[config.mk]
export PLATFORM = sky130hd
export DESIGN_NAME = parity_gen_check
export DESIGN_NICKNAME = d
export VERILOG_FILES = /design/src/rtl/parity_pkg.sv /design/src/rtl/parity_calc.sv /design/src/rtl/parity_gen_check.sv
export SDC_FILE = /design/constraint.sdc
export NUM_CORES = 1
export LEC_CHECK = 0
export CORE_AREA = 10 10 47 49
export DETAILED_ROUTE_END_ITERATION = 16
export DIE_AREA = 0 0 57 59
export DONT_BUFFER_PORTS = 1
export GPL_TIMING_DRIVEN = 0
export MAX_ROUTING_LAYER = met4
export PLACE_DENSITY_LB_ADDON = 0.12
export RECOVER_POWER = 50
export SLEW_MARGIN = 20
export SYNTH_ARGS = -nofsm -noshare
export SYNTH_HDL_FRONTEND = slang
export SYNTH_SLANG_ARGS = --single-unit
[constraint.sdc]
create_clock -name clk -period 1.2 [get_ports clk]
set_input_delay 0.24 -clock clk [delete_from_list [all_inputs] [get_ports clk]]
set_output_delay 0.24 -clock clk [all_outputs]
set_load 0.005 [all_outputs]
[src/rtl/parity_pkg.sv]
// Shared types and the parity reduction used by the parity generator/checker.
package parity_pkg;

  typedef enum logic [1:0] {
    NOPARITY00 = 2'b00,
    ODD        = 2'b01,
    EVEN       = 2'b10,
    NOPARITY11 = 2'b11
  } parity_type_t;

  typedef enum logic {
    GEN   = 1'b0,
    CHECK = 1'b1
  } mode_t;

  localparam int unsigned MAX_DATA_W = 64;

  // Zero-extension is harmless: extra zero bits do not change an XOR reduction.
  function automatic logic parity_of(input logic [MAX_DATA_W-1:0] data,
                                     input parity_type_t ptype);
    logic p;
    case (ptype)
      ODD:     p = ~^data;
      EVEN:    p = ^data;
      default: p = 1'b0;
    endcase
    return p;
  endfunction

endpackage

[src/rtl/parity_calc.sv]
// Combinational parity bit and mismatch flag for one DATA_W-bit word.
module parity_calc
  import parity_pkg::*;
#(
  parameter int DATA_W = 8
) (
  input  logic [DATA_W-1:0] data_i,
  input  logic [1:0]        ptype_i,
  input  logic              mode_i,
  input  logic              parity_in_i,
  output logic              parity_o,
  output logic              err_o
);

  logic [MAX_DATA_W-1:0] wide;
  parity_type_t          ptype;
  logic                  is_typed;

  always_comb begin
    wide = '0;
    wide[DATA_W-1:0] = data_i;
  end

  assign ptype    = parity_type_t'(ptype_i);
  assign is_typed = (ptype == ODD) || (ptype == EVEN);
  assign parity_o = parity_of(wide, ptype);
  assign err_o    = (mode_t'(mode_i) == CHECK) && is_typed && (parity_in_i != parity_o);

endmodule

[src/rtl/parity_gen_check.sv]
// One-stage valid/ready parity generator/checker with sticky error flag.
// Define PARITY_ERR_CNT_EN to add the saturating CNT_W-bit err_count output.
module parity_gen_check
  import parity_pkg::*;
#(
  parameter int DATA_W = 8
`ifdef PARITY_ERR_CNT_EN
  ,
  parameter int CNT_W  = 16
`endif
) (
  input  logic              clk,
  input  logic              reset,
  input  logic              mode,
  input  logic [1:0]        parity_type,
  input  logic              in_valid,
  output logic              in_ready,
  input  logic [DATA_W-1:0] in_data,
  input  logic              in_parity,
  output logic              out_valid,
  input  logic              out_ready,
  output logic [DATA_W-1:0] out_data,
  output logic              out_parity,
  output logic              out_err,
  input  logic              err_clr,
  output logic              err_sticky
`ifdef PARITY_ERR_CNT_EN
  ,
  output logic [CNT_W-1:0]  err_count
`endif
);

  logic              calc_parity, calc_err;
  logic              accept, err_hit;
  logic              vld_p1_q, vld_p1_d;
  logic [DATA_W-1:0] data_p1_q, data_p1_d;
  logic              par_p1_q, par_p1_d;
  logic              err_p1_q, err_p1_d;
  logic              sticky_q, sticky_d;

  parity_calc #(.DATA_W(DATA_W)) u_calc (
    .data_i      (in_data),
    .ptype_i     (parity_type),
    .mode_i      (mode),
    .parity_in_i (in_parity),
    .parity_o    (calc_parity),
    .err_o       (calc_err)
  );

  // Stage p0 -> p1: only out_ready reaches in_ready combinationally.
  assign in_ready = !reset && (!vld_p1_q || out_ready);
  assign accept   = in_valid && in_ready;
  assign err_hit  = accept && calc_err;

  always_comb begin
    vld_p1_d  = vld_p1_q;
    data_p1_d = data_p1_q;
    par_p1_d  = par_p1_q;
    err_p1_d  = err_p1_q;
    sticky_d  = sticky_q;
    if (accept) begin
      vld_p1_d  = 1'b1;
      data_p1_d = in_data;
      par_p1_d  = calc_parity;
      err_p1_d  = calc_err;
    end else if (out_ready) begin
      vld_p1_d  = 1'b0;
    end
    // A new error outranks a simultaneous clear.
    if (err_hit)      sticky_d = 1'b1;
    else if (err_clr) sticky_d = 1'b0;
  end

  always_ff @(posedge clk) begin
    if (reset) begin
      vld_p1_q  <= 1'b0;
      data_p1_q <= '0;
      par_p1_q  <= 1'b0;
      err_p1_q  <= 1'b0;
      sticky_q  <= 1'b0;
    end else begin
      vld_p1_q  <= vld_p1_d;
      data_p1_q <= data_p1_d;
      par_p1_q  <= par_p1_d;
      err_p1_q  <= err_p1_d;
      sticky_q  <= sticky_d;
    end
  end

`ifdef PARITY_ERR_CNT_EN
  logic [CNT_W-1:0] cnt_q, cnt_d;

  always_comb begin
    cnt_d = cnt_q;
    if (err_hit) begin
      if (err_clr)        cnt_d = CNT_W'(1);
      else if (~&cnt_q)   cnt_d = cnt_q + CNT_W'(1);
    end else if (err_clr) begin
      cnt_d = '0;
    end
  end

  always_ff @(posedge clk) begin
    if (reset) cnt_q <= '0;
    else       cnt_q <= cnt_d;
  end

  assign err_count = cnt_q;
`endif

  assign out_valid  = vld_p1_q;
  assign out_data   = data_p1_q;
  assign out_parity = par_p1_q;
  assign out_err    = err_p1_q;
  assign err_sticky = sticky_q;

endmodule

== Yosys cells after proc, flatten, opt, wreduce, memory -nomap -nowiden ==
Cells that the tools add are included.
Cells by class
  eq/ne operators: 3
  muxes and demuxes: 5
  reductions and logical operators: 13
Operators by type and width (number)
  $reduce_xnor 64->1: 1
  $reduce_xor 64->1: 1
  $logic_and 1x1->1: 5
  $mux 1: 4
  $reduce_bool 2->1: 2
  $eq 2x1->1 const B: 1
  $eq 2x2->1 const B: 1
  $logic_not 1->1: 2
  $logic_or 1x1->1: 2
  $pmux 1 s2: 1
  $ne 1x1->1: 1
Word-level totals
  register bits after elaboration: 12
  input bits: 17
  output and inout bits: 13

== Longest topological paths before layout ==
  word-level depth: 6
  mapped depth: 6

== Modules after synthesis ==
From an unflattened synthesis, not the netlist that was laid out.
Unflattened totals
  cells, all modules: 62
  area, all modules: 665.6 µm²
By module, submodules not included
  parity_gen_check: instances 1, cells each 43, area an instance 500.5 µm²
  parity_calc: instances 1, cells each 19, area an instance 165.2 µm²

== Least setup slack after synthesis ==
OpenSTA, ideal clock, no wires.
  path kind: flip-flop to flip-flop
  start: reg vld_p1_q, in the netlist out_valid
  end: reg sticky_q, in the netlist err_sticky
  arrival: 1.237 ns
  setup slack: -0.111 ns
  stages on the path, launching flop included: 7
  clock period less this slack: 1.311 ns
  cell sequence: dfxtp_1 > nand2b_1 > and3_1 > buf_1 > nand3b_1 > a211o_1 > a31oi_1
On the way
  cells in the longest elaborated chain, start to end: 6
  elaborated cells between the ends (all ways): 7
Ends and longest elaborated chain
  start: declaration: RTL line parity_gen_check.sv:35  | logic vld_p1_q, vld_p1_d;
  start signal: assignment: RTL line parity_gen_check.sv:82  | vld_p1_q <= vld_p1_d;
  $logic_not 1->1 *: RTL line parity_gen_check.sv:51  | assign in_ready = !reset && (!vld_p1_q || out_ready);
  $logic_or 1x1->1 *: RTL line parity_gen_check.sv:51
  $logic_and 1x1->1 *: RTL line parity_gen_check.sv:51
  $logic_and 1x1->1 *: RTL line parity_gen_check.sv:52  | assign accept = in_valid && in_ready;
  $logic_and 1x1->1 *: RTL line parity_gen_check.sv:53  | assign err_hit = accept && calc_err;
  $mux 1 / $reduce_bool 2->1 (equally long branches)
  end signal: assignment: RTL line parity_gen_check.sv:86  | sticky_q <= sticky_d;
  end: declaration: RTL line parity_gen_check.sv:39  | logic sticky_q, sticky_d;
Every way passes the cells marked *; elsewhere a longest branch is shown, timed or not.
A chain may end at the register's enable or synchronous reset.

== Worst setup path after layout ==
Ends and elaborated chain as after synthesis.

==> results.txt <==
Status = complete, but fails checks
Failing checks = negative setup slack
DPL Wire Length = 1110 µm
Routed Antenna Nets = 0
R2r worst-path depth = 5
Clock network power share = 35.8%
Hold path cells = 1
Max Clock Freq = 0.830 GHz
Pins Over Slew Limit = 0
CTS max path bufs = 2
CTS sink count = 12
Worst-Skew Late Latency = 270 ps
Critical-path maximum fanout = 3
Synth cell types = 21
Row cnt = 14
GR peak layer = met2
Power Dens Cells = 1380 nW/µm²
Crit Path Class = flip-flop to flip-flop
# diodes = 0
Vias = 458
Die width = 57 µm
DRC viols = 0
Fin. Hold Viols = 0
Final setup fails = 1
Placer Congestion = 0.651
Endpoint class of the critical path = flip-flop
Initial DRC count = 12
Max-cap violations = 0
Hold Crit Class = input pin to flip-flop
Worst setup margin = -4.22 ps
Pwr Total = 0.000902 W
Reg power frac = 49.5%
CP Buf/Inv Count = 0
Crit path depth = 5
First-pass DRT Iterations = 4
Lkg Pwr = 0.287 nW
Worst VDD drop = 0.550 mV
Initial Utilization = 41.7%
Io pins = 30
Internal power = 0.000676 W
First-pass GRT wire length = 2370 µm
Layout cells sized above 1 = 11.7%
CP arrival = 1400 ps
Via-to-Cell Ratio = 4.92
Grt ovf = 0
Max_slew headroom = 77.8%
Synth warnings = 0
Global-route met1 utilization = 8.67%
Worst-path clk slew = 80 ps
Largest net degree at the start of global routing = 11
Register area share after synthesis = 41.1%
Skew final = 0.151 ps
PortBufs = 0
# placed instances = 89
Syn nets = 92
Sw Pwr = 0.000226 W
DIE HEIGHT = 59 µm
Nets = 97
Yosys top cell by area = dfxtp_1
Post-synthesis cell count = 73
Minimum clock period = 1200 ps
Num CTS Buffers = 3
Placed cell areas = 608 µm²
Die footprint = 3360 µm²
Pre-CTS setup slack = -109 ps
Routing usage on met2 = 13.8%
Area Overhead vs Synth = 11.6%
Sw Ratio = 25.0%
Synthesized area per cell = 8.00 µm²
Core outline area = 1400 µm²
H-tree depth = 1
Drt wl/cell = 14.7 µm
CTS tree = yes
CP Launch Type = flip-flop
Largest cells by area after synthesis = dfxtp_1, nand2_1, xnor2_1
Post-Route WL = 1370 µm
Synthesized flop and latch total = 12
Total global-route track usage = 8.93%
Final instance area = 652 µm²
Hold bufs inserted after CTS = 0
Critical Path Slowest Stage Cell = dfxtp_2
Vias in the first global route = 506
Mapped cell area = 584 µm²
Logic pwr share = 14.7%
Tcrit/Tclk final = 100%
Worst EP required = 1400 ps
Crit path max-delay family = compound AO/OA/AOI/OAI gates
Clock root buffer = clkbuf_4
CP Cell Sequence = nand2b_1, and3_4, nand3b_1, a211o_1, a31oi_1
Top-area cell type share of the netlist area = 41.1%
Finished Layout Cells = 93
Initial antenna violation count = 0
Met3 Resource Use GR = 5.79%
Crit-path max cell delay = 340 ps
RSZ-0062 raised after global routing = true
Actual slew at the worst max-slew pin = 331 ps
[synthesized netlist by cell type]
| cell type | number |
|---|---|
| nand2_1 | 17 |
| dfxtp_1 | 12 |
| nand3_1 | 10 |
| xnor2_1 | 6 |
| nand2b_1 | 4 |
| inv_1 | 3 |
| nor2_1 | 3 |
| nor2b_1 | 3 |
| a31oi_1 | 2 |
| ha_1 | 2 |
| a211o_1 | 1 |
| and3_1 | 1 |
| buf_1 | 1 |
| buf_2 | 1 |
| clkbuf_1 | 1 |
| mux2i_1 | 1 |
| nand3b_1 | 1 |
| nor3b_1 | 1 |
| o211ai_1 | 1 |
| o21ai_0 | 1 |
| xor2_1 | 1 |
[per-stage QoR]
stage	hold slack, ps	utilization (%)	setup TNS [ps]
floorplan	309	-	0
global placement	312	43.4	-366
detailed placement	314	43.4	-355
CTS	15.8	47.0	-63.8
global route	13.5	46.5	-229
finish	24.3	46.5	-4.22
[logic make-up after synthesis]
kind of cell	after synthesis	synth area share, %
AND/OR/NAND/NOR	40	32.5
flip-flops	12	41.1
XOR/XNOR	7	10.5
buffers and inverters	6	4.07
AO/OA/AOI/OAI	5	5.78
adder cells (fa/ha/maj)	2	4.28
multiplexers	1	1.71
[flip-flops by register name (all words and copies together), names as in the netlist]
register,flops
out_valid,1
out_parity,1
err_sticky,1
out_data,8
out_err,1
[per-layer routing]
metal	share of wire (%)	up-vias	routed length (µm)
li1	-	244	-
met1	37	191	510
met2	46	21	635
met3	16	2	215
met4	0.66	0	9
met5	0	-	0
[power groups by stage]
stage | combinational, W | clock [W] | sequential (W)
after floorplan | 0.000112 | 0 | 0.000451
after global placement | 0.000130 | 0 | 0.000457
after detailed placement | 0.000133 | 0 | 0.000458
after CTS | 0.000138 | 0.000335 | 0.000449
after global routing | 0.000155 | 0.000346 | 0.000452
final | 0.000133 | 0.000323 | 0.000447
[path summary, 6_finish.rpt]
kind                                   from          end  slack (ps)
worst max register to register    out_valid   err_sticky          -4
worst min register to register  out_data[5]  out_data[5]         480
worst max-delay path              out_valid   err_sticky          -4
worst min-delay path                  reset    out_valid          20
[cell type report]
cell class / count / area (µm²)
Sequential cell: 12 / 241
Clock buffer: 4 / 36.3
Timing Repair Buffer: 1 / 7.51
Buffer: 2 / 10.0
Multi-Input combinational cell: 55 / 325
Fill cell: 146 / 749
Inverter: 3 / 11.3
Tap cell: 16 / 20.0
[timing repair]
| item | CTS | global route |
|---|---|---|
| endpoints found under the setup margin | 11 | 3 |
| buffers inserted | 1 | 0 |
| gates resized for setup | 3 | 1 |
| pin swaps | 1 | 3 |
[cells in the final DEF, fill, tap and decap left out]
cell type | synthesis | layout
nand2_1 | 17 | 17
dfxtp_1 | 12 | 11
nand3_1 | 10 | 10
xnor2_1 | 6 | 6
nand2b_1 | 4 | 4
inv_1 | 3 | 3
nor2b_1 | 3 | 3
nor2_1 | 3 | 3
clkbuf_4 | 0 | 3
a31oi_1 | 2 | 2
ha_1 | 2 | 2
and3_4 | 0 | 1
buf_2 | 1 | 1
clkbuf_2 | 0 | 1
xor2_1 | 1 | 1
mux2i_1 | 1 | 1
o21ai_0 | 1 | 1
nor3b_1 | 1 | 1
o211ai_1 | 1 | 1
nand3b_1 | 1 | 1
a211o_1 | 1 | 1
clkbuf_8 | 0 | 1
dfxtp_2 | 0 | 1
buf_4 | 0 | 1
Power figures use the tool's default switching activity.
